<file path="config.mk">
export PLATFORM = sky130hd
export DESIGN_NAME = mem_access_unit_flat
export DESIGN_NICKNAME = d
export VERILOG_FILES = /design/src/rtl/mem_access_unit_if.sv /design/src/rtl/mem_access_unit.sv /design/src/flat_wrapper.sv
export SDC_FILE = /design/constraint.sdc
export NUM_CORES = 1
export LEC_CHECK = 0
export CORE_UTILIZATION = 27
export CTS_CLUSTER_SIZE = 8
export DETAILED_ROUTE_END_ITERATION = 7
export SYNTH_ARGS = -nofsm -noshare
export SYNTH_HDL_FRONTEND = slang
export SYNTH_SLANG_ARGS = --single-unit
</file>
<file path="constraint.sdc">
create_clock -name clk -period 1.4 [get_ports clk]
set_input_delay 0.28 -clock clk [delete_from_list [all_inputs] [get_ports clk]]
set_output_delay 0.28 -clock clk [all_outputs]
set_load 0.01 [all_outputs]
</file>
<file path="src/rtl/mem_access_unit_if.sv">
// Execute-side, data-bus and writeback signals of mem_access_unit.
// master: the unit's own view; slave: the view of the pipeline/bus around it.
interface mem_access_unit_if;
  // Execute handshake: a transfer happens on a rising edge where ex_valid and ex_ready are both 1.
  logic        ex_valid;
  logic        ex_ready;
  logic [31:0] alu_out;
  logic [31:0] rs2_data;
  logic        mem_read;
  logic        mem_write;
  logic [2:0]  funct3;
  logic [4:0]  rd;
  logic        reg_write;

  logic        bus_req;
  logic        bus_we;
  logic [31:0] bus_addr;
  logic [31:0] bus_wdata;
  logic [3:0]  bus_be;
  logic [31:0] bus_rdata;
  logic        bus_ack;

  logic        wb_valid;
  logic        wb_we;
  logic [4:0]  wb_rd;
  logic [31:0] wb_data;
  logic        misaligned;
  logic        bus_err;

  modport master (
    input  ex_valid, alu_out, rs2_data, mem_read, mem_write, funct3, rd, reg_write,
    input  bus_rdata, bus_ack,
    output ex_ready,
    output bus_req, bus_we, bus_addr, bus_wdata, bus_be,
    output wb_valid, wb_we, wb_rd, wb_data, misaligned, bus_err
  );

  modport slave (
    output ex_valid, alu_out, rs2_data, mem_read, mem_write, funct3, rd, reg_write,
    output bus_rdata, bus_ack,
    input  ex_ready,
    input  bus_req, bus_we, bus_addr, bus_wdata, bus_be,
    input  wb_valid, wb_we, wb_rd, wb_data, misaligned, bus_err
  );
endinterface

</file>
<file path="src/rtl/mem_access_unit.sv">
// Memory stage: ALU pass-through, byte-lane store/load steering over a req/ack bus.
// Define MEM_TIMEOUT_EN to abort bus transfers left unacknowledged for TIMEOUT cycles.
module mem_access_unit #(
  parameter int TIMEOUT = 16
) (
  input  logic             clk,
  input  logic             rst_n,
  mem_access_unit_if.master mif,
  output logic [0:0]       dbg_state
);

  localparam logic [0:0] S_IDLE = 1'b0;
  localparam logic [0:0] S_BUS  = 1'b1;

  logic [0:0]  state_q, state_d;
  logic        ex_ready_q, ex_ready_d;
  logic        bus_req_q, bus_req_d;
  logic        bus_we_q, bus_we_d;
  logic [31:0] bus_addr_q, bus_addr_d;
  logic [31:0] bus_wdata_q, bus_wdata_d;
  logic [3:0]  bus_be_q, bus_be_d;
  logic        wb_valid_q, wb_valid_d;
  logic        wb_we_q, wb_we_d;
  logic [4:0]  wb_rd_q, wb_rd_d;
  logic [31:0] wb_data_q, wb_data_d;
  logic        misaligned_q, misaligned_d;
  logic        bus_err_q, bus_err_d;

  // Context of the access in flight, needed when the ack arrives.
  logic        is_load_q, is_load_d;
  logic [2:0]  f3_q, f3_d;
  logic [1:0]  addr_lo_q, addr_lo_d;
  logic [4:0]  rd_q, rd_d;
  logic        reg_write_q, reg_write_d;

`ifdef MEM_TIMEOUT_EN
  localparam int CW = $clog2(TIMEOUT + 1);
  logic [CW-1:0] tmo_cnt_q, tmo_cnt_d;
`else
  logic unused_timeout;
  assign unused_timeout = (TIMEOUT > 0);
`endif

  logic        accept;
  logic        is_mem;
  logic        f3_bad;
  logic        addr_bad;
  logic        acc_illegal;
  logic [3:0]  be_calc;
  logic [31:0] wdata_calc;
  logic [31:0] rdata_shifted;
  logic [31:0] load_val;

  assign accept = mif.ex_valid && ex_ready_q;
  assign is_mem = mif.mem_read || mif.mem_write;
  assign f3_bad = (mif.funct3 == 3'd3) || (mif.funct3 == 3'd6) || (mif.funct3 == 3'd7);
  assign addr_bad = ((mif.funct3[1:0] == 2'd1) && mif.alu_out[0]) ||
                    ((mif.funct3[1:0] == 2'd2) && (mif.alu_out[1:0] != 2'b00));
  assign acc_illegal = (mif.mem_read && mif.mem_write) || f3_bad || addr_bad;

  always_comb begin
    be_calc    = 4'b1111;
    wdata_calc = mif.rs2_data;
    case (mif.funct3[1:0])
      2'd0: begin
        be_calc    = 4'b0001 << mif.alu_out[1:0];
        wdata_calc = {4{mif.rs2_data[7:0]}};
      end
      2'd1: begin
        be_calc    = 4'b0011 << mif.alu_out[1:0];
        wdata_calc = {2{mif.rs2_data[15:0]}};
      end
      default: begin
        be_calc    = 4'b1111;
        wdata_calc = mif.rs2_data;
      end
    endcase
  end

  assign rdata_shifted = mif.bus_rdata >> {addr_lo_q, 3'b000};

  always_comb begin
    load_val = rdata_shifted;
    case (f3_q)
      3'd0:    load_val = {{24{rdata_shifted[7]}}, rdata_shifted[7:0]};
      3'd1:    load_val = {{16{rdata_shifted[15]}}, rdata_shifted[15:0]};
      3'd4:    load_val = {24'd0, rdata_shifted[7:0]};
      3'd5:    load_val = {16'd0, rdata_shifted[15:0]};
      default: load_val = rdata_shifted;
    endcase
  end

  always_comb begin
    state_d      = state_q;
    bus_req_d    = bus_req_q;
    bus_we_d     = bus_we_q;
    bus_addr_d   = bus_addr_q;
    bus_wdata_d  = bus_wdata_q;
    bus_be_d     = bus_be_q;
    wb_valid_d   = 1'b0;
    wb_we_d      = 1'b0;
    wb_rd_d      = wb_rd_q;
    wb_data_d    = wb_data_q;
    misaligned_d = 1'b0;
    bus_err_d    = 1'b0;
    is_load_d    = is_load_q;
    f3_d         = f3_q;
    addr_lo_d    = addr_lo_q;
    rd_d         = rd_q;
    reg_write_d  = reg_write_q;
`ifdef MEM_TIMEOUT_EN
    tmo_cnt_d    = tmo_cnt_q;
`endif

    case (state_q)
      S_IDLE: begin
        if (accept) begin
          if (!is_mem) begin
            wb_valid_d = 1'b1;
            wb_we_d    = mif.reg_write;
            wb_rd_d    = mif.rd;
            wb_data_d  = mif.alu_out;
          end else if (acc_illegal) begin
            wb_valid_d   = 1'b1;
            wb_rd_d      = mif.rd;
            misaligned_d = 1'b1;
          end else begin
            state_d     = S_BUS;
            bus_req_d   = 1'b1;
            bus_we_d    = mif.mem_write;
            bus_addr_d  = {mif.alu_out[31:2], 2'b00};
            bus_be_d    = be_calc;
            bus_wdata_d = wdata_calc;
            is_load_d   = mif.mem_read;
            f3_d        = mif.funct3;
            addr_lo_d   = mif.alu_out[1:0];
            rd_d        = mif.rd;
            reg_write_d = mif.reg_write;
`ifdef MEM_TIMEOUT_EN
            tmo_cnt_d   = '0;
`endif
          end
        end
      end
      S_BUS: begin
        // An ack in the timeout cycle still completes the transfer normally.
        if (mif.bus_ack) begin
          state_d    = S_IDLE;
          bus_req_d  = 1'b0;
          wb_valid_d = 1'b1;
          wb_we_d    = is_load_q && reg_write_q;
          wb_rd_d    = rd_q;
          if (is_load_q) wb_data_d = load_val;
        end
`ifdef MEM_TIMEOUT_EN
        else if (tmo_cnt_q == CW'(TIMEOUT - 1)) begin
          state_d    = S_IDLE;
          bus_req_d  = 1'b0;
          wb_valid_d = 1'b1;
          wb_rd_d    = rd_q;
          bus_err_d  = 1'b1;
        end else begin
          tmo_cnt_d = tmo_cnt_q + 1'b1;
        end
`endif
      end
      default: state_d = S_IDLE;
    endcase

    ex_ready_d = (state_d == S_IDLE);
  end

  always_ff @(posedge clk) begin
    if (!rst_n) begin
      state_q      <= S_IDLE;
      ex_ready_q   <= 1'b0;
      bus_req_q    <= 1'b0;
      bus_we_q     <= 1'b0;
      bus_addr_q   <= '0;
      bus_wdata_q  <= '0;
      bus_be_q     <= '0;
      wb_valid_q   <= 1'b0;
      wb_we_q      <= 1'b0;
      wb_rd_q      <= '0;
      wb_data_q    <= '0;
      misaligned_q <= 1'b0;
      bus_err_q    <= 1'b0;
      is_load_q    <= 1'b0;
      f3_q         <= '0;
      addr_lo_q    <= '0;
      rd_q         <= '0;
      reg_write_q  <= 1'b0;
`ifdef MEM_TIMEOUT_EN
      tmo_cnt_q    <= '0;
`endif
    end else begin
      state_q      <= state_d;
      ex_ready_q   <= ex_ready_d;
      bus_req_q    <= bus_req_d;
      bus_we_q     <= bus_we_d;
      bus_addr_q   <= bus_addr_d;
      bus_wdata_q  <= bus_wdata_d;
      bus_be_q     <= bus_be_d;
      wb_valid_q   <= wb_valid_d;
      wb_we_q      <= wb_we_d;
      wb_rd_q      <= wb_rd_d;
      wb_data_q    <= wb_data_d;
      misaligned_q <= misaligned_d;
      bus_err_q    <= bus_err_d;
      is_load_q    <= is_load_d;
      f3_q         <= f3_d;
      addr_lo_q    <= addr_lo_d;
      rd_q         <= rd_d;
      reg_write_q  <= reg_write_d;
`ifdef MEM_TIMEOUT_EN
      tmo_cnt_q    <= tmo_cnt_d;
`endif
    end
  end

  assign mif.ex_ready   = ex_ready_q;
  assign mif.bus_req    = bus_req_q;
  assign mif.bus_we     = bus_we_q;
  assign mif.bus_addr   = bus_addr_q;
  assign mif.bus_wdata  = bus_wdata_q;
  assign mif.bus_be     = bus_be_q;
  assign mif.wb_valid   = wb_valid_q;
  assign mif.wb_we      = wb_we_q;
  assign mif.wb_rd      = wb_rd_q;
  assign mif.wb_data    = wb_data_q;
  assign mif.misaligned = misaligned_q;
  assign mif.bus_err    = bus_err_q;
  assign dbg_state      = state_q;

endmodule

</file>
<file path="src/flat_wrapper.sv">
// flat-port wrapper written by rule: the top's interface ports become plain ports
module mem_access_unit_flat 
#(
  parameter int TIMEOUT = 16
)
  (clk, rst_n, dbg_state, mif_ex_valid, mif_alu_out, mif_rs2_data, mif_mem_read, mif_mem_write, mif_funct3, mif_rd, mif_reg_write, mif_bus_rdata, mif_bus_ack, mif_ex_ready, mif_bus_req, mif_bus_we, mif_bus_addr, mif_bus_wdata, mif_bus_be, mif_wb_valid, mif_wb_we, mif_wb_rd, mif_wb_data, mif_misaligned, mif_bus_err);
  mem_access_unit_if mif_i ();
  input  logic clk;
  input  logic rst_n;
  output logic [0:0] dbg_state;
  input wire logic [$bits(mif_i.ex_valid)-1:0] mif_ex_valid;
  input wire logic [$bits(mif_i.alu_out)-1:0] mif_alu_out;
  input wire logic [$bits(mif_i.rs2_data)-1:0] mif_rs2_data;
  input wire logic [$bits(mif_i.mem_read)-1:0] mif_mem_read;
  input wire logic [$bits(mif_i.mem_write)-1:0] mif_mem_write;
  input wire logic [$bits(mif_i.funct3)-1:0] mif_funct3;
  input wire logic [$bits(mif_i.rd)-1:0] mif_rd;
  input wire logic [$bits(mif_i.reg_write)-1:0] mif_reg_write;
  input wire logic [$bits(mif_i.bus_rdata)-1:0] mif_bus_rdata;
  input wire logic [$bits(mif_i.bus_ack)-1:0] mif_bus_ack;
  output wire logic [$bits(mif_i.ex_ready)-1:0] mif_ex_ready;
  output wire logic [$bits(mif_i.bus_req)-1:0] mif_bus_req;
  output wire logic [$bits(mif_i.bus_we)-1:0] mif_bus_we;
  output wire logic [$bits(mif_i.bus_addr)-1:0] mif_bus_addr;
  output wire logic [$bits(mif_i.bus_wdata)-1:0] mif_bus_wdata;
  output wire logic [$bits(mif_i.bus_be)-1:0] mif_bus_be;
  output wire logic [$bits(mif_i.wb_valid)-1:0] mif_wb_valid;
  output wire logic [$bits(mif_i.wb_we)-1:0] mif_wb_we;
  output wire logic [$bits(mif_i.wb_rd)-1:0] mif_wb_rd;
  output wire logic [$bits(mif_i.wb_data)-1:0] mif_wb_data;
  output wire logic [$bits(mif_i.misaligned)-1:0] mif_misaligned;
  output wire logic [$bits(mif_i.bus_err)-1:0] mif_bus_err;
  assign mif_i.ex_valid = mif_ex_valid;
  assign mif_i.alu_out = mif_alu_out;
  assign mif_i.rs2_data = mif_rs2_data;
  assign mif_i.mem_read = mif_mem_read;
  assign mif_i.mem_write = mif_mem_write;
  assign mif_i.funct3 = mif_funct3;
  assign mif_i.rd = mif_rd;
  assign mif_i.reg_write = mif_reg_write;
  assign mif_i.bus_rdata = mif_bus_rdata;
  assign mif_i.bus_ack = mif_bus_ack;
  assign mif_ex_ready = mif_i.ex_ready;
  assign mif_bus_req = mif_i.bus_req;
  assign mif_bus_we = mif_i.bus_we;
  assign mif_bus_addr = mif_i.bus_addr;
  assign mif_bus_wdata = mif_i.bus_wdata;
  assign mif_bus_be = mif_i.bus_be;
  assign mif_wb_valid = mif_i.wb_valid;
  assign mif_wb_we = mif_i.wb_we;
  assign mif_wb_rd = mif_i.wb_rd;
  assign mif_wb_data = mif_i.wb_data;
  assign mif_misaligned = mif_i.misaligned;
  assign mif_bus_err = mif_i.bus_err;
  mem_access_unit #(.TIMEOUT(TIMEOUT)) u_core (.clk(clk), .rst_n(rst_n), .mif(mif_i), .dbg_state(dbg_state));
endmodule
</file>
==> impl_metrics.env, run 1 <==
export IMPL_outcome="finished with violations"
export IMPL_violations="setup timing"
export IMPL_rrSetupSlack_ns=-0.19
export IMPL_path_cells="buf_6, and3b_2, o211a_4, buf_8, buf_12, nor2_2, a311oi_2"
export IMPL_finalCriticalPeriod_ns=1.59
export IMPL_nFillCells=1935
export IMPL_area_growth_pct=82.0
export IMPL_async_reset_ff_share_pct=0
export IMPL_worst_path_buf_inv=3
export IMPL_dr_total_vias=6067
export IMPL_wire_per_inst_um=18.4
export IMPL_viasPerCell=4.92
export IMPL_fin_util_pct=50.7
export IMPL_cts_root_buf="clkbuf_16"
export IMPL_end_kind="flip-flop"
export IMPL_fmax_mhz=629
export IMPL_ir_drop_uv=764
export IMPL_die_area_sq_mm=0.0217
export IMPL_nets=1060
export IMPL_grt_overflow_total=0
export IMPL_numCtsBuffers=17
export IMPL_synthTopCellsByArea="dfxtp_1 (43%), mux2i_1 (11%), nand2_1 (9.1%), a21oi_1 (7.6%), o21ai_0 (3.4%)"
export IMPL_clkSinkCount=122
export IMPL_skew_ns=0.0130
export IMPL_slew_viol_final=0
export IMPL_insertion_delay_ns=0.42
export IMPL_worstPathMaxFanout=7
export IMPL_power_frac_comb_pct=17.0
export IMPL_netlist_area_sq_mm=0.00569
export IMPL_fp_dieW_um=147
export IMPL_dr_first_iter_drc_count=255
export IMPL_hold_viol=0
export IMPL_worstMarginPinSlew_ns=0.727
export IMPL_p_clk_share_pct=44.5
export IMPL_crit_required_ns=1.73
export IMPL_rsz0062_at_grt="yes"
export IMPL_grt_use_total_pct=20.0
export IMPL_synth_top_cell_by_area="dfxtp_1"
export IMPL_cts_max_path_buffers=2
export IMPL_ys_flop_type="dfxtp_1"
export IMPL_portBuffers=220
export IMPL_dp_cells=1170
export IMPL_slowest_stage="dfxtp_4"
export IMPL_yosysTopAreaCellShare_pct=42.9
export IMPL_netSwitchingFraction_pct=25.7
export IMPL_dieHeight_um=147
export IMPL_grt_pass1_vias=6011
export IMPL_final_layout_size_suffix_gt1_share_pct=30.7
export IMPL_io_pins=224
export IMPL_initial_core_util_pct=27.9
export IMPL_hpwl_um=15200
export IMPL_synth_seq_area_share_pct=42.9
export IMPL_dr_pass1_iters=4
export IMPL_max_stage_delay_ns=0.36
export IMPL_p_sw_mw=2.43
export IMPL_p_total_mw=9.46
export IMPL_wl_um=22700
export IMPL_slew_headroom_pct=51.5
export IMPL_gp_congestion=0.837
export IMPL_core_area_sq_mm=0.0204
export IMPL_ant_nets=0
export IMPL_post_route_period_util_pct=114
export IMPL_route_detailed_drc=0
export IMPL_synth_edf_count=0
export IMPL_powerDensity_mw_per_mm2=913
export IMPL_p_leak_nw=4.32
export IMPL_antenna_cells=0
export IMPL_stdcell_count=1232
export IMPL_setup_slack_ns=-0.189
export IMPL_netlist_instances=649
export IMPL_crit_family="compound AO/OA/AOI/OAI gates"
export IMPL_setup_violations=119
export IMPL_syn_avg_cell_area_sq_um=8.77
export IMPL_cap_viol_max_count=0
export IMPL_antenna_found_initial=0
export IMPL_critical_path_class="reg2reg"
export IMPL_startpoint_type="flip-flop"
export IMPL_htreeDepth=4
export IMPL_synth_distinct_cells=49
export IMPL_worst_ep_arrival_time_ns=1.92
export IMPL_rows=52
export IMPL_ys_warn_count=0
export IMPL_ys_ff_latch=122
export IMPL_pwr_share_seq_pct=38.4
export IMPL_grt_first_pass_wirelength_um=33500
export IMPL_hold_class="in2reg"
export IMPL_cts_tree="built"
export IMPL_clk_pin_slew_worst_paths_ns=0.06
export IMPL_p_int_mw=7.03
export IMPL_grt_start_max_net_pins=50
==> power by group through the flow <==
stage	logic (mW)	registers (mW)	clock network (mW)
after floorplan	0.497	3.75	0
after global placement	1.39	3.71	0
after detailed placement	1.40	3.71	0
after CTS	1.50	3.63	4.29
after global routing	1.72	3.65	4.47
final	1.61	3.64	4.21
==> cell usage in the layout (no fill, tap or decap), types with 23 or more instances in the layout <==
cell,instances
nand2_1,110
a21oi_1,53
clkdlybuf4s50_1,104
buf_4,66
clkbuf_16,23
a21oi_2,32
dfxtp_1,118
dlygate4sd2_1,109
mux2i_1,55
o21ai_0,25
==> flip-flops by register name (all words and copies together), names as in the netlist <==
register	flops
u_core.addr_lo_q	2
u_core.dbg_state	1
u_core.f3_q	3
u_core.is_load_q	1
u_core.mif.bus_addr	30
u_core.mif.bus_be	4
u_core.mif.bus_req	1
u_core.mif.bus_wdata	32
u_core.mif.bus_we	1
u_core.mif.ex_ready	1
u_core.mif.misaligned	1
u_core.mif.wb_data	32
u_core.mif.wb_rd	5
u_core.mif.wb_valid	1
u_core.mif.wb_we	1
u_core.rd_q	5
u_core.reg_write_q	1
==> per-stage QoR <==
step	setup WS, ns	hold slack (ns)	TNS (ns)	area, sq um
floorplan	-0.154	0.370	-2.42	5740
global placement	-0.642	0.439	-68.29	8770
detailed placement	-0.626	0.446	-67.09	8770
CTS	-0.202	0.410	-15.74	9920
global route	-0.257	0.415	-22.32	10400
finish	-0.189	0.419	-14.88	10400
==> cells by family after synthesis <==
family	count (synthesis)	synth area share (%)
other	1	0.0659
AND/OR/NAND/NOR	184	13.7
AO/OA/AOI/OAI	216	26.0
flip-flops	122	42.9
multiplexers	66	11.9
adder cells (fa/ha/maj)	1	0.176
buffers and inverters	58	5.10
XOR/XNOR	1	0.154
==> worst reg2reg max path: stages, from the launching register on <==
cell and delay (ns):
dfxtp_4 0.36, buf_6 0.11, and3b_2 0.27, o211a_4 0.23
buf_8 0.15, buf_12 0.12, nor2_2 0.04, a311oi_2 0.23
==> layer usage <==
layer  global-route usage, %  part of all wire (%)
met1                    26.3                    45
met2                    32.2                    48
met3                    3.88                   4.7
met4                    7.73                   2.8
met5                       0                     0
==> cell usage after synthesis, types with 2 or more instances <==
cell type    n
nand2_1    138
dfxtp_1    122
a21oi_1     86
mux2i_1     60
o21ai_0     39
clkbuf_1    25
nor2_1      25
buf_2       15
o2bb2ai_1   13
buf_4       10
o211ai_1    10
o21ai_1     10
o2bb2ai_2   10
a311oi_1     9
a211oi_1     8
a221oi_1     8
a22oi_1      8
mux2_2       5
o211a_1      5
and3_1       3
inv_1        3
nand2b_1     3
a221oi_4     2
buf_6        2
nand3b_1     2
nor2b_1      2
nor3_1       2
o211ai_2     2
or2_2        2
==> timing repair <==
action,CTS,global route
pin swaps,39,48
setup buffers,17,3
cloned,7,7
hold buffers,0,0
setup endpoints to repair,231,127
resized for setup,229,95
==> worst paths after layout <==
check	startpoint	endpoint	depth (start not counted)
worst min register to register	u_core.mif.bus_wdata[5]	u_core.mif.bus_wdata[5]	2
worst max-delay path	u_core.dbg_state	u_core.mif.bus_wdata[10]	7
worst max register to register	u_core.dbg_state	u_core.mif.bus_wdata[10]	7
worst min-delay path	mif_mem_read	u_core.mif.bus_we	3
==> cell type report <==
type                       count  area [sq um]  area share (%)
tap                          270           338            3.26
inverter                       4          16.3           0.157
clock buffer                  25           495            4.78
sequential                   122          2450            23.7
clock inverter                 7          65.1           0.628
timing repair buffer         332          3370            32.6
multi-input combinational    472          3610            34.9
Note: power is estimated with default switching activity, not from simulation.
==> inputs of run 2 (changes only) <==
- ABC_CLOCK_PERIOD_IN_PS: not set -> 1400
==> results of run 2 <==
No change in the layout: final DEF, timing and power equal those of run 1.
==> inputs of run 3 (changes only) <==
- DONT_BUFFER_PORTS: not set -> 1
==> run 3 against run 2 <==
The flow still finishes with violations (setup timing). Sequential share of layout area increased by 3.5 points. Highest routed layer unchanged. Die area unchanged. Final cell count decreased by 16%. Sequential power increased by 2%. Clock skew decreased by 0.0055 ns.
==> impl_metrics.env, run 3 (synthesis results as in run 1) <==
export IMPL_place_area_sq_mm=0.00628
export IMPL_nFillCells=1878
export IMPL_critical_path_class="reg2reg"
export IMPL_setup_violations=115
export IMPL_grt_overflow_total=0
export IMPL_r2r_start="u_core.dbg_state"
export IMPL_path_cells="or3_4, a221oi_4, buf_12, o21ai_1, o2bb2ai_1"
export IMPL_cap_viol_max_count=0
export IMPL_slowest_stage="dfxtp_4"
export IMPL_ant_nets=0
export IMPL_max_stage_delay_ns=0.37
export IMPL_dr_first_iter_drc_count=247
export IMPL_grt_use_total_pct=18.2
export IMPL_area_growth_pct=58.4
export IMPL_worstMarginPinSlew_ns=1.02
export IMPL_ff2ff_path_depth=5
export IMPL_viasPerCell=5.38
export IMPL_wl_um=23300
export IMPL_slew_viol_final=0
export IMPL_finalCriticalPeriod_ns=1.54
export IMPL_layout_common_cells="dfxtp_1 (118), nand2_1 (86), dlygate4sd3_1 (47)"
export IMPL_crit_required_ns=1.74
export IMPL_core_area_sq_mm=0.0204
export IMPL_final_common_cell="dfxtp_1"
export IMPL_violations="setup timing"
export IMPL_powerDensity_mw_per_mm2=1040
export IMPL_hold_viol=0
export IMPL_dr_total_vias=5534
export IMPL_clkSinkCount=122
export IMPL_hpwl_um=13900
export IMPL_skew_ns=0.00751
export IMPL_portBuffers=0
export IMPL_insertion_delay_ns=0.41
export IMPL_fin_util_pct=44.1
export IMPL_clk_pin_slew_worst_paths_ns=0.06
export IMPL_hold_class="in2reg"
export IMPL_numCtsBuffers=17
export IMPL_worst_ep_arrival_time_ns=1.88
export IMPL_min_from="rst_n"
export IMPL_die_area_sq_mm=0.0217
export IMPL_setup_slack_ns=-0.144
export IMPL_nets=858
export IMPL_wire_per_inst_um=22.6
export IMPL_p_leak_nw=3.18
export IMPL_ir_drop_uv=767
export IMPL_grt_start_max_net_pins=65
export IMPL_startpoint_type="flip-flop"
export IMPL_dieHeight_um=147
export IMPL_initial_core_util_pct=27.9
export IMPL_fp_dieW_um=147
export IMPL_gp_congestion=0.844
export IMPL_fin_area_sq_mm=0.00901
export IMPL_final_layout_size_suffix_gt1_share_pct=41.1
export IMPL_rrSetupSlack_ns=-0.14
export IMPL_dr_pass1_iters=5
export IMPL_fmax_mhz=648
export IMPL_hold_path_depth=2
export IMPL_cts_tree="built"
export IMPL_antenna_found_initial=0
export IMPL_io_pins=224
export IMPL_min_to="u_core.mif.wb_rd[2]"
export IMPL_route_detailed_drc=0
export IMPL_rows=52
export IMPL_r2r_end="u_core.mif.wb_data[17]"
export IMPL_grt_pass1_vias=5076
export IMPL_antenna_cells=0
export IMPL_end_kind="flip-flop"
export IMPL_p_total_mw=9.40
export IMPL_post_route_period_util_pct=110
export IMPL_slew_headroom_pct=32.1
export IMPL_cts_root_buf="clkbuf_16"
export IMPL_grt_first_pass_wirelength_um=29900
export IMPL_cts_max_path_buffers=2
export IMPL_worstPathMaxFanout=16
export IMPL_htreeDepth=4
export IMPL_rsz0062_at_grt="yes"
export IMPL_outcome="finished with violations"
## run 3: changes by cell type in the layout (fill, tap and decap cells not counted), sizes merged
cell / before / now
clkbuf: 32 / 36
clkdlybuf4s15: 5 / 0
bufbuf: 0 / 1
clkdlybuf4s50: 104 / 0
dlygate4sd3: 0 / 47
dlygate4sd2: 109 / 0
a221oi: 10 / 11
bufinv: 1 / 3
o211ai: 13 / 12
clkinvlp: 2 / 0
buf: 107 / 70
## run 3: area by class of cell
| cell class | instances | area [sq um] | share of cell area, % |
|---|---|---|---|
| Multi-Input combinational cell | 472 | 3940 | 43.7 |
| Timing Repair Buffer | 130 | 1660 | 18.5 |
| Clock buffer | 24 | 492 | 5.46 |
| Tap cell | 270 | 338 | 3.75 |
| Inverter | 4 | 16.3 | 0.180 |
| Sequential cell | 122 | 2450 | 27.2 |
| Clock inverter | 7 | 114 | 1.26 |
## run 3: worst max-delay path by stage
| stage | startpoint | to | slack [ns] |
|---|---|---|---|
| after floorplan | u_core.addr_lo_q[0] | u_core.mif.wb_data[28] | -0.15 |
| after global placement | u_core.addr_lo_q[0] | u_core.mif.wb_data[1] | -0.20 |
| after detailed placement | u_core.addr_lo_q[0] | u_core.mif.wb_data[25] | -0.27 |
| after CTS | u_core.dbg_state | u_core.mif.wb_data[31] | -0.11 |
| after global routing | u_core.addr_lo_q[0] | u_core.mif.wb_data[17] | -0.19 |
| final | u_core.dbg_state | u_core.mif.wb_data[17] | -0.14 |
## run 3: report_power, final
part	leakage [nW]	internal [mW]	switching (mW)	total, mW
Clock	0.300	2.98	1.59	4.56
Sequential	0.991	3.57	0.146	3.72
Combinational	1.89	0.562	0.553	1.12
Total	3.18	7.11	2.29	9.40
## run 3: routing by layer
| metal | vias to the layer above | GRT usage (%) | part of all wire [%] |
|---|---|---|---|
| li1 | 2540 | - | - |
| met4 | 0 | 7.53 | 3.4 |
| met1 | 2710 | 22.7 | 41 |
| met5 | - | 0 | 0 |
| met2 | 232 | 28.7 | 47 |
| met3 | 52 | 6.06 | 8.6 |
## run 3: what timing repair did
action,CTS,global route
cloned,6,15
pin swaps,7,98
buffers inserted,9,4
hold buffers,43,4
hold endpoints to repair,57,6
endpoints found under the setup margin,99,120
gates resized for setup,44,232
## run 3: worst max-delay path: cells and delay by family (launching register included)
family                 cells  cell delay [ns]
AOI/OAI and AO/OA          3             0.53
DFF                        1             0.37
and+or+nand+nor            1             0.37
buffers and inverters      1             0.19
## run 3: metrics by stage
stage                     std cells  TNS [ns]  setup WS [ns]  hold slack, ns
after floorplan                 651     -2.42         -0.154           0.370
after global placement          920    -10.08         -0.202           0.373
after detailed placement        920    -11.81         -0.270           0.378
after CTS                      1009     -6.93         -0.105         -0.0567
after global routing           1029    -13.10         -0.187        0.000629
final                          1029     -7.47         -0.144          0.0109
